$ cat src/rtl/uart_rx.sv
// 8N1-style serial receiver: 2-flop input synchronizer, mid-bit sampling FSM,
// held data register with interrupt/overrun flags acknowledged by the core.
module uart_rx #(
    parameter int unsigned DATA_BITS = 8,
    parameter int unsigned MIN_DIV   = 4
) (
    input  logic                 clk,
    input  logic                 reset,
    input  logic                 uart_in,
    input  logic [15:0]          baud_div,
    input  logic                 rx_ack,
    output logic [DATA_BITS-1:0] rx_data,
    output logic                 rx_valid,
    output logic                 receiving_interrupt,
    output logic                 frame_error,
    output logic                 overrun
);

    localparam int unsigned    IdxW    = (DATA_BITS > 1) ? $clog2(DATA_BITS) : 1;
    localparam logic [IdxW-1:0] LastIdx = IdxW'(DATA_BITS - 1);
    localparam logic [15:0]    MinDiv  = 16'(MIN_DIV);

    typedef enum logic [2:0] {StIdle, StStart, StData, StStop, StBreak} state_e;

    state_e               state_q, state_d;
    logic                 sync1_q, sync2_q;
    logic                 rx_s;
    logic [15:0]          div_q, div_d;
    logic [15:0]          cnt_q, cnt_d;
    logic [15:0]          half;
    logic [IdxW-1:0]      idx_q, idx_d;
    logic [DATA_BITS-1:0] shreg_q, shreg_d;
    logic [DATA_BITS-1:0] data_q, data_d;
    logic                 valid_q, valid_d;
    logic                 fe_q, fe_d;
    logic                 irq_q, irq_d;
    logic                 ovr_q, ovr_d;

    assign rx_s = sync2_q;
    assign half = div_q >> 1;

    always_comb begin
        state_d = state_q;
        cnt_d   = cnt_q + 16'd1;
        div_d   = div_q;
        idx_d   = idx_q;
        shreg_d = shreg_q;
        data_d  = data_q;
        valid_d = 1'b0;
        fe_d    = 1'b0;
        irq_d   = irq_q;
        ovr_d   = ovr_q;

        if (rx_ack) begin
            irq_d = 1'b0;
            ovr_d = 1'b0;
        end

        unique case (state_q)
            StIdle: begin
                cnt_d = '0;
                if (!rx_s) begin
                    state_d = StStart;
                    div_d   = (baud_div < MinDiv) ? MinDiv : baud_div;
                end
            end
            StStart: begin
                if (cnt_q == half - 16'd1) begin
                    cnt_d = '0;
                    if (rx_s) begin
                        state_d = StIdle;
                    end else begin
                        state_d = StData;
                        idx_d   = '0;
                    end
                end
            end
            StData: begin
                if (cnt_q == div_q - 16'd1) begin
                    cnt_d   = '0;
                    shreg_d = {rx_s, shreg_q[DATA_BITS-1:1]};
                    if (idx_q == LastIdx) begin
                        state_d = StStop;
                    end else begin
                        idx_d = idx_q + 1'b1;
                    end
                end
            end
            StStop: begin
                if (cnt_q == div_q - 16'd1) begin
                    cnt_d = '0;
                    if (rx_s) begin
                        data_d  = shreg_q;
                        valid_d = 1'b1;
                        irq_d   = 1'b1;
                        // A same-cycle ack consumes the old byte, so no overrun.
                        ovr_d   = rx_ack ? 1'b0 : (ovr_q | irq_q);
                        state_d = StIdle;
                    end else begin
                        fe_d    = 1'b1;
                        state_d = StBreak;
                    end
                end
            end
            StBreak: begin
                cnt_d = '0;
                if (rx_s) state_d = StIdle;
            end
            default: state_d = StIdle;
        endcase
    end

    always_ff @(posedge clk or posedge reset) begin
        if (reset) begin
            state_q <= StIdle;
            sync1_q <= 1'b1;
            sync2_q <= 1'b1;
            div_q   <= MinDiv;
            cnt_q   <= '0;
            idx_q   <= '0;
            shreg_q <= '0;
            data_q  <= '0;
            valid_q <= 1'b0;
            fe_q    <= 1'b0;
            irq_q   <= 1'b0;
            ovr_q   <= 1'b0;
        end else begin
            state_q <= state_d;
            sync1_q <= uart_in;
            sync2_q <= sync1_q;
            div_q   <= div_d;
            cnt_q   <= cnt_d;
            idx_q   <= idx_d;
            shreg_q <= shreg_d;
            data_q  <= data_d;
            valid_q <= valid_d;
            fe_q    <= fe_d;
            irq_q   <= irq_d;
            ovr_q   <= ovr_d;
        end
    end

    assign rx_data             = data_q;
    assign rx_valid            = valid_q;
    assign receiving_interrupt = irq_q;
    assign frame_error         = fe_q;
    assign overrun             = ovr_q;

endmodule

$ cat config.mk
export PLATFORM = sky130hd
export DESIGN_NAME = uart_rx
export DESIGN_NICKNAME = d
export VERILOG_FILES = /design/src/rtl/uart_rx.sv
export SDC_FILE = /design/constraint.sdc
export NUM_CORES = 1
export LEC_CHECK = 0
export BUFFER_PORTS_ARGS = -buffer_cell sky130_fd_sc_hd__buf_2
export CAP_MARGIN = 20
export CORE_MARGIN = 2
export CORE_UTILIZATION = 40
export CTS_CLUSTER_SIZE = 24
export DETAILED_ROUTE_END_ITERATION = 8
export PLACE_DENSITY_LB_ADDON = 0.12
export SYNTH_ARGS = -nofsm -noshare
export SYNTH_HDL_FRONTEND = slang
export SYNTH_SLANG_ARGS = --single-unit
$ cat constraint.sdc
create_clock -name clk -period 3.75 [get_ports clk]
set_input_delay 0.375 -clock clk [delete_from_list [all_inputs] [get_ports clk]]
set_output_delay 0.375 -clock clk [all_outputs]
set_load 0.05 [all_outputs]
# Word-level counts from Yosys, hierarchy flattened
# Index checks and enable logic that the tools add are counted.
# totals
ff_bits,60
inputBits,20
out_inout_bits,12
wordCells,76
# op_classes
addsub,4
order_cmp,1
n_eq_ne,15
muxes,33
bitwise_logic,2
reduce_logical,9
# ops
op,n
$mux W16,3
$pmux W16 S3,1
$mux W3,11
$eq A16 B16 Y1,2
$add A16 B1 Y16 const B,1
$lt A16 B3 Y1 const B,1
$ne A2 B2 Y1 const B,8
$sub A15 B1 Y16 const B,1
$sub A16 B1 Y16 const B,1
$mux W1,15
$pmux W3 S5,1
$eq A3 B2 Y1 const B,2
$eq A3 B3 Y1 const B,2
$pmux W3 S2,1
$reduce_and A6 Y1,1
$reduce_and A5 Y1,1
$reduce_and A2 Y1,2
$reduce_or A2 Y1,2
$add A3 B1 Y3 const B,1
$eq A3 B1 Y1 const B,1
$logic_not A3 Y1,1
$reduce_and A3 Y1,1
$mux W2,1
$reduce_bool A2 Y1,1
other kinds (2),2

# Longest topological paths before layout
# depth
depth_word,5
depth_mapped,12
mapped_depth_nobuf,10

# Least setup slack after synthesis
# Ideal clock, no wire load.
# synth_path
path_kind,reg2reg
from,register div_q[4]
to,register idx_q[0]
setup_time_ns,0.125
arrival_ns,2.907
required_time_ns,3.625
slack_ns,0.718
stages_incl_launch_ff,10
path_buffers,1
synth_period_minus_slack_ns,3.032
cell_sequence,dfrtp_1 -> clkbuf_1 -> nor4_4 -> nand3_1 -> xnor2_1 -> o221a_2 -> a2111oi_0 -> a211oi_2 -> a2111oi_4 -> mux2_4
# synth_between
elab_chain_len,4
elab_cells_between_ends,7
classes_between,2 x add/sub; 4 x eq/ne; 1 x reduce/logical
# synth_lines
element,line,rtl
from (decl),28,"logic [15:0] div_q, div_d;"
from (signal assigned),118,div_q <= MinDiv;
from (signal assigned),131,div_q <= div_d;
$sub A16 B1 Y16 / $sub A15 B1 Y16 (equally long branches),"79, 68",
"$eq A16 B16 Y1, on equally long branches","79, 68",
$ne A2 B2 Y1 (no line),-,
$reduce_and A5 Y1 (no line) *,-,
to (signal assigned),133,idx_q <= idx_d;
to (decl),31,"logic [IdxW-1:0] idx_q, idx_d;"
# Every way passes the cells marked *; elsewhere a longest branch is shown, timed or not.
# A chain may end at the register's enable or synchronous reset.

# Worst setup path after layout
# layout_path
from,register div_q[3]
to,register idx_q[0]
# The elaborated chain is that of the path after synthesis.

==> metrics.txt <==
# TYPE chip_impl_metric gauge
chip_impl_info{name="critical_path.reg2reg.startpoint",value="div_q[3]"} 1
chip_impl_metric{name="setup_viol_count_final",unit=""} 0
chip_impl_metric{name="worst_r2r_path_depth",unit=""} 8
chip_impl_info{name="cts_tree",value="built"} 1
chip_impl_metric{name="register_area",unit="mm²"} 0.00151
chip_impl_metric{name="slew_at_the_pin_with_the_worst_max_slew_slack",unit="ns"} 0.726
chip_impl_metric{name="flow.area_growth_from_synthesis",unit="%"} 11.0
chip_impl_metric{name="routed-via-count",unit=""} 2706
chip_impl_metric{name="synth_compound_gate_area_share",unit=""} 0.0871
chip_impl_metric{name="number_of_rows_created_at_floorplan",unit=""} 34
chip_impl_metric{name="htree_num_levels",unit=""} 3
chip_impl_metric{name="vias_per_cell",unit=""} 5.41
chip_impl_metric{name="tritoncts.num_buffers",unit=""} 9
chip_impl_info{name="setup.worst_path.class",value="reg2reg"} 1
chip_impl_metric{name="proportion_of_layout_cells_with_a_drive_suffix_above_1",unit=""} 0.255
chip_impl_metric{name="pnr_worst_setup_slack",unit="ns"} 0.340
chip_impl_metric{name="fillCellCount",unit=""} 861
chip_impl_metric{name="clock_sinks",unit=""} 60
chip_impl_metric{name="clk_pin_slew",unit="ns"} 0.08
chip_impl_metric{name="detailedRoute.firstIterationViolations",unit=""} 105
chip_impl_info{name="critPathLaunchType",value="register"} 1
chip_impl_metric{name="die-width",unit="µm"} 99.3
chip_impl_metric{name="power_leakage",unit="µW"} 0.00175
chip_impl_metric{name="proportion_of_register_bits_with_asynchronous_set_or_reset_after_synthesis",unit=""} 1.00
chip_impl_metric{name="synth-seq-cells",unit=""} 60
chip_impl_metric{name="initial_utilization",unit=""} 0.415
chip_impl_metric{name="synth-xor-area-share",unit=""} 0.125
chip_impl_metric{name="yosysUniqueCellTypes",unit=""} 61
chip_impl_metric{name="post_cts_hold_buffer_count",unit=""} 0
chip_impl_metric{name="core_area",unit="mm²"} 0.00876
chip_impl_metric{name="max_slew_margin",unit=""} 0.512
chip_impl_metric{name="crit_path_max_fanout",unit=""} 11
chip_impl_metric{name="timing.final.crit_period",unit="ns"} 3.41
chip_impl_metric{name="post_synth_and_or_nand_nor_area_fraction",unit=""} 0.216
chip_impl_info{name="cts.root.buffer_cell",value="sky130_fd_sc_hd__clkbuf_8"} 1
chip_impl_metric{name="fmax",unit="MHz"} 293
chip_impl_info{name="worstSetupEndpointType",value="register"} 1
chip_impl_metric{name="grt_max_degree",unit=""} 35
chip_impl_info{name="min_path_type",value="in2async"} 1
chip_impl_metric{name="max-vdd-ir-drop",unit="V"} 0.000378
chip_impl_metric{name="finalInstanceArea",unit="mm²"} 0.00403
chip_impl_metric{name="totalWireLength",unit="µm"} 7920
chip_impl_metric{name="synth_top_area_frac",unit=""} 0.393
chip_impl_info{name="post_synth_main_area_contributors",value="sky130_fd_sc_hd__dfrtp_1 (39%), sky130_fd_sc_hd__xnor2_1 (8.2%), sky130_fd_sc_hd__mux2_2 (7.7%), sky130_fd_sc_hd__xor2_1 (4.3%), sky130_fd_sc_hd__nor2_1 (3.8%)"} 1
chip_impl_metric{name="final_net_count",unit=""} 412
chip_impl_metric{name="placement.cell_area",unit="mm²"} 0.00386
chip_impl_metric{name="routed_wire_length_per_instance",unit="µm"} 15.8
chip_impl_metric{name="final_min_period_over_clock_period",unit=""} 0.909
chip_impl_metric{name="multi_input_gate_area",unit="mm²"} 0.00199
chip_impl_metric{name="overflow",unit=""} 0
chip_impl_metric{name="dieArea",unit="mm²"} 0.00986
chip_impl_info{name="ys_top_cells_by_count",value="sky130_fd_sc_hd__dfrtp_1 (57), sky130_fd_sc_hd__nor2_1 (37), sky130_fd_sc_hd__xnor2_1 (34), sky130_fd_sc_hd__mux2_2 (25), sky130_fd_sc_hd__nand2_1 (22)"} 1
chip_impl_metric{name="global_route_wire_length_before_repair",unit="µm"} 13400
chip_impl_metric{name="seq_area_frac_synth",unit=""} 0.414
chip_impl_metric{name="fin_skew",unit="ns"} 0.00872
chip_impl_metric{name="synth_cells",unit=""} 366
chip_impl_info{name="grt_setup_unrepaired",value="no"} 1
chip_impl_metric{name="post_synthesis_net_count",unit=""} 391
chip_impl_metric{name="cts-root-to-sink-buffers",unit=""} 2
chip_impl_metric{name="drc",unit=""} 0
chip_impl_metric{name="clk_latency",unit="ns"} 0.34
chip_impl_metric{name="synth.area.mux_share",unit=""} 0.0992
chip_impl_metric{name="pre_cts_slack",unit="ns"} 0.326
chip_impl_metric{name="yosysWarningCount",unit=""} 0
chip_impl_info{name="status",value="completed"} 1
chip_impl_metric{name="cp.arrival",unit="ns"} 3.65
chip_impl_metric{name="vias_in_the_first_global_route",unit=""} 2667
chip_impl_metric{name="detail-route-antenna-nets",unit=""} 0
chip_impl_metric{name="cap_violations",unit=""} 0
chip_impl_metric{name="count_of_antenna_diodes_in_the_layout",unit=""} 0
chip_impl_metric{name="place.detailed.hpwl",unit="µm"} 5790
chip_impl_metric{name="hold_violations",unit=""} 0
chip_impl_metric{name="gpl.final_weighted_congestion",unit=""} 0.863
chip_impl_metric{name="final_setup_tns",unit="ns"} 0
chip_impl_metric{name="synth_edf_count",unit=""} 0
chip_impl_metric{name="floorplan.die.height",unit="µm"} 99.3
chip_impl_info{name="most_repeated_cell_in_the_gate_level_netlist_after_synthesis",value="sky130_fd_sc_hd__dfrtp_1"} 1
chip_impl_metric{name="r2r_slack",unit="ns"} 0.34
chip_impl_metric{name="netlist_area_before_placement",unit="mm²"} 0.00363
chip_impl_metric{name="detailedRoute.firstPassIterationCount",unit=""} 4
chip_impl_info{name="crit-reg2reg-capture",value="idx_q[0]"} 1
chip_impl_info{name="yosys_most_used_dff",value="sky130_fd_sc_hd__dfrtp_1"} 1
chip_impl_metric{name="postLayoutCoreUtil",unit=""} 0.460
chip_impl_metric{name="synthAdderAreaFrac",unit=""} 0.0172
chip_impl_metric{name="io_buffers",unit=""} 31
chip_impl_metric{name="grt_antenna_before_repair",unit=""} 0
chip_impl_metric{name="critical_path_rt",unit="ns"} 3.99
chip_impl_metric{name="post-cts-setup-buffer-count",unit=""} 0
chip_impl_metric{name="power-per-cell-area",unit="mW/mm²"} 669
chip_impl_info{name="combinational_family_with_the_most_area_after_synthesis",value="simple AND/OR/NAND/NOR gates"} 1
chip_impl_metric{name="ctsResizeCount",unit=""} 0
chip_impl_metric{name="average_cell_area_after_synthesis",unit="µm²"} 9.93
chip_impl_info{name="synth_top_cell_by_area",value="sky130_fd_sc_hd__dfrtp_1"} 1
chip_impl_metric{name="grt.total_usage",unit=""} 0.171
chip_impl_metric{name="slew_viol_final",unit=""} 0
chip_impl_metric{name="num_io_pins",unit=""} 32
## power breakdown
part | switching [µW] | internal [µW] | leakage, µW
Clock | 294 | 243 | 0.0000896
Combinational | 540 | 532 | 0.000884
Sequential | 299 | 789 | 0.000780
Total | 1130 | 1560 | 0.00175
## cell usage in the layout, fill, tap and decap left out, types with 3 or more instances in the layout
cell,count
sky130_fd_sc_hd__nand3_1,20
sky130_fd_sc_hd__dfrtp_1,57
sky130_fd_sc_hd__nor2b_1,5
sky130_fd_sc_hd__dfstp_2,3
sky130_fd_sc_hd__inv_1,9
sky130_fd_sc_hd__ha_1,5
sky130_fd_sc_hd__buf_2,31
sky130_fd_sc_hd__xnor2_1,34
sky130_fd_sc_hd__mux2i_1,3
sky130_fd_sc_hd__o21ai_0,8
sky130_fd_sc_hd__a31oi_1,4
sky130_fd_sc_hd__a21oi_1,5
sky130_fd_sc_hd__clkbuf_8,9
sky130_fd_sc_hd__a211oi_2,3
sky130_fd_sc_hd__mux2_2,25
sky130_fd_sc_hd__nor3_1,6
sky130_fd_sc_hd__nand3b_1,3
sky130_fd_sc_hd__nand2_1,22
sky130_fd_sc_hd__nand4_1,4
sky130_fd_sc_hd__clkinv_4,3
sky130_fd_sc_hd__mux2_1,3
sky130_fd_sc_hd__or3_1,3
sky130_fd_sc_hd__xor2_1,18
sky130_fd_sc_hd__buf_4,5
sky130_fd_sc_hd__nor2_1,37
sky130_fd_sc_hd__and3_1,9
sky130_fd_sc_hd__nor4_1,9
sky130_fd_sc_hd__nand2b_1,4
## worst max-delay path: stages (launching register included)
cell and delay, ns:
sky130_fd_sc_hd__dfrtp_1 0.54, sky130_fd_sc_hd__nor4_4 0.46, sky130_fd_sc_hd__nand3_1 0.21, sky130_fd_sc_hd__xnor2_1 0.16, sky130_fd_sc_hd__o221a_2 0.25, sky130_fd_sc_hd__a2111oi_0 0.62
sky130_fd_sc_hd__a211oi_2 0.25, sky130_fd_sc_hd__a2111oi_4 0.48, sky130_fd_sc_hd__mux2_4 0.33
## kinds of logic (layout without fill, tap and decap cells)
group,after synthesis,after routing
buf+inv,36,62
fa+ha+maj,5,5
xor+xnor,52,52
mux,32,32
flops,60,60
compound gates,40,40
simple gates,141,141
## through the flow
| step | std cells | total power [µW] | hold WS, ns |
|---|---|---|---|
| finish | 500 | 2700 | 0.0769 |
| global route | 500 | 2910 | 0.118 |
| CTS | 500 | 2720 | 0.0890 |
| detailed placement | 484 | 2170 | 0.347 |
| global placement | 484 | 2150 | 0.346 |
| floorplan | 366 | 1950 | 0.345 |
## worst max-delay path by stage
stage | from | end | slack [ns] | cells after the start
floorplan | div_q[4] | idx_q[0] | 0.72 | 9
global placement | div_q[3] | idx_q[0] | 0.40 | 8
detailed placement | div_q[3] | idx_q[0] | 0.33 | 8
CTS | div_q[3] | idx_q[0] | 0.32 | 8
global route | div_q[3] | idx_q[0] | 0.09 | 8
finish | div_q[3] | idx_q[0] | 0.34 | 8
## layer usage
layer | wire [µm] | GRT usage
met5 | 0 | 0
met4 | 94 | 0.0495
met3 | 414 | 0.0450
met2 | 3580 | 0.259
met1 | 3830 | 0.243
## flip-flops by register name (all words and copies together) (netlist names)
signal,count
idx_q,3
div_q,16
receiving_interrupt,1
rx_s,1
frame_error,1
rx_valid,1
overrun,1
cnt_q,16
rx_data,8
sync1_q,1
shreg_q,8
state_q,3
## final cells by class
cell class                      count  area share
Multi-Input combinational cell    270       0.492
Sequential cell                    60       0.373
Timing Repair Buffer               36      0.0478
Tap cell                          108      0.0335
Clock buffer                        9      0.0307
Clock inverter                      7      0.0130
Inverter                           10     0.00931
Note: power is estimated with default switching activity, not from simulation.
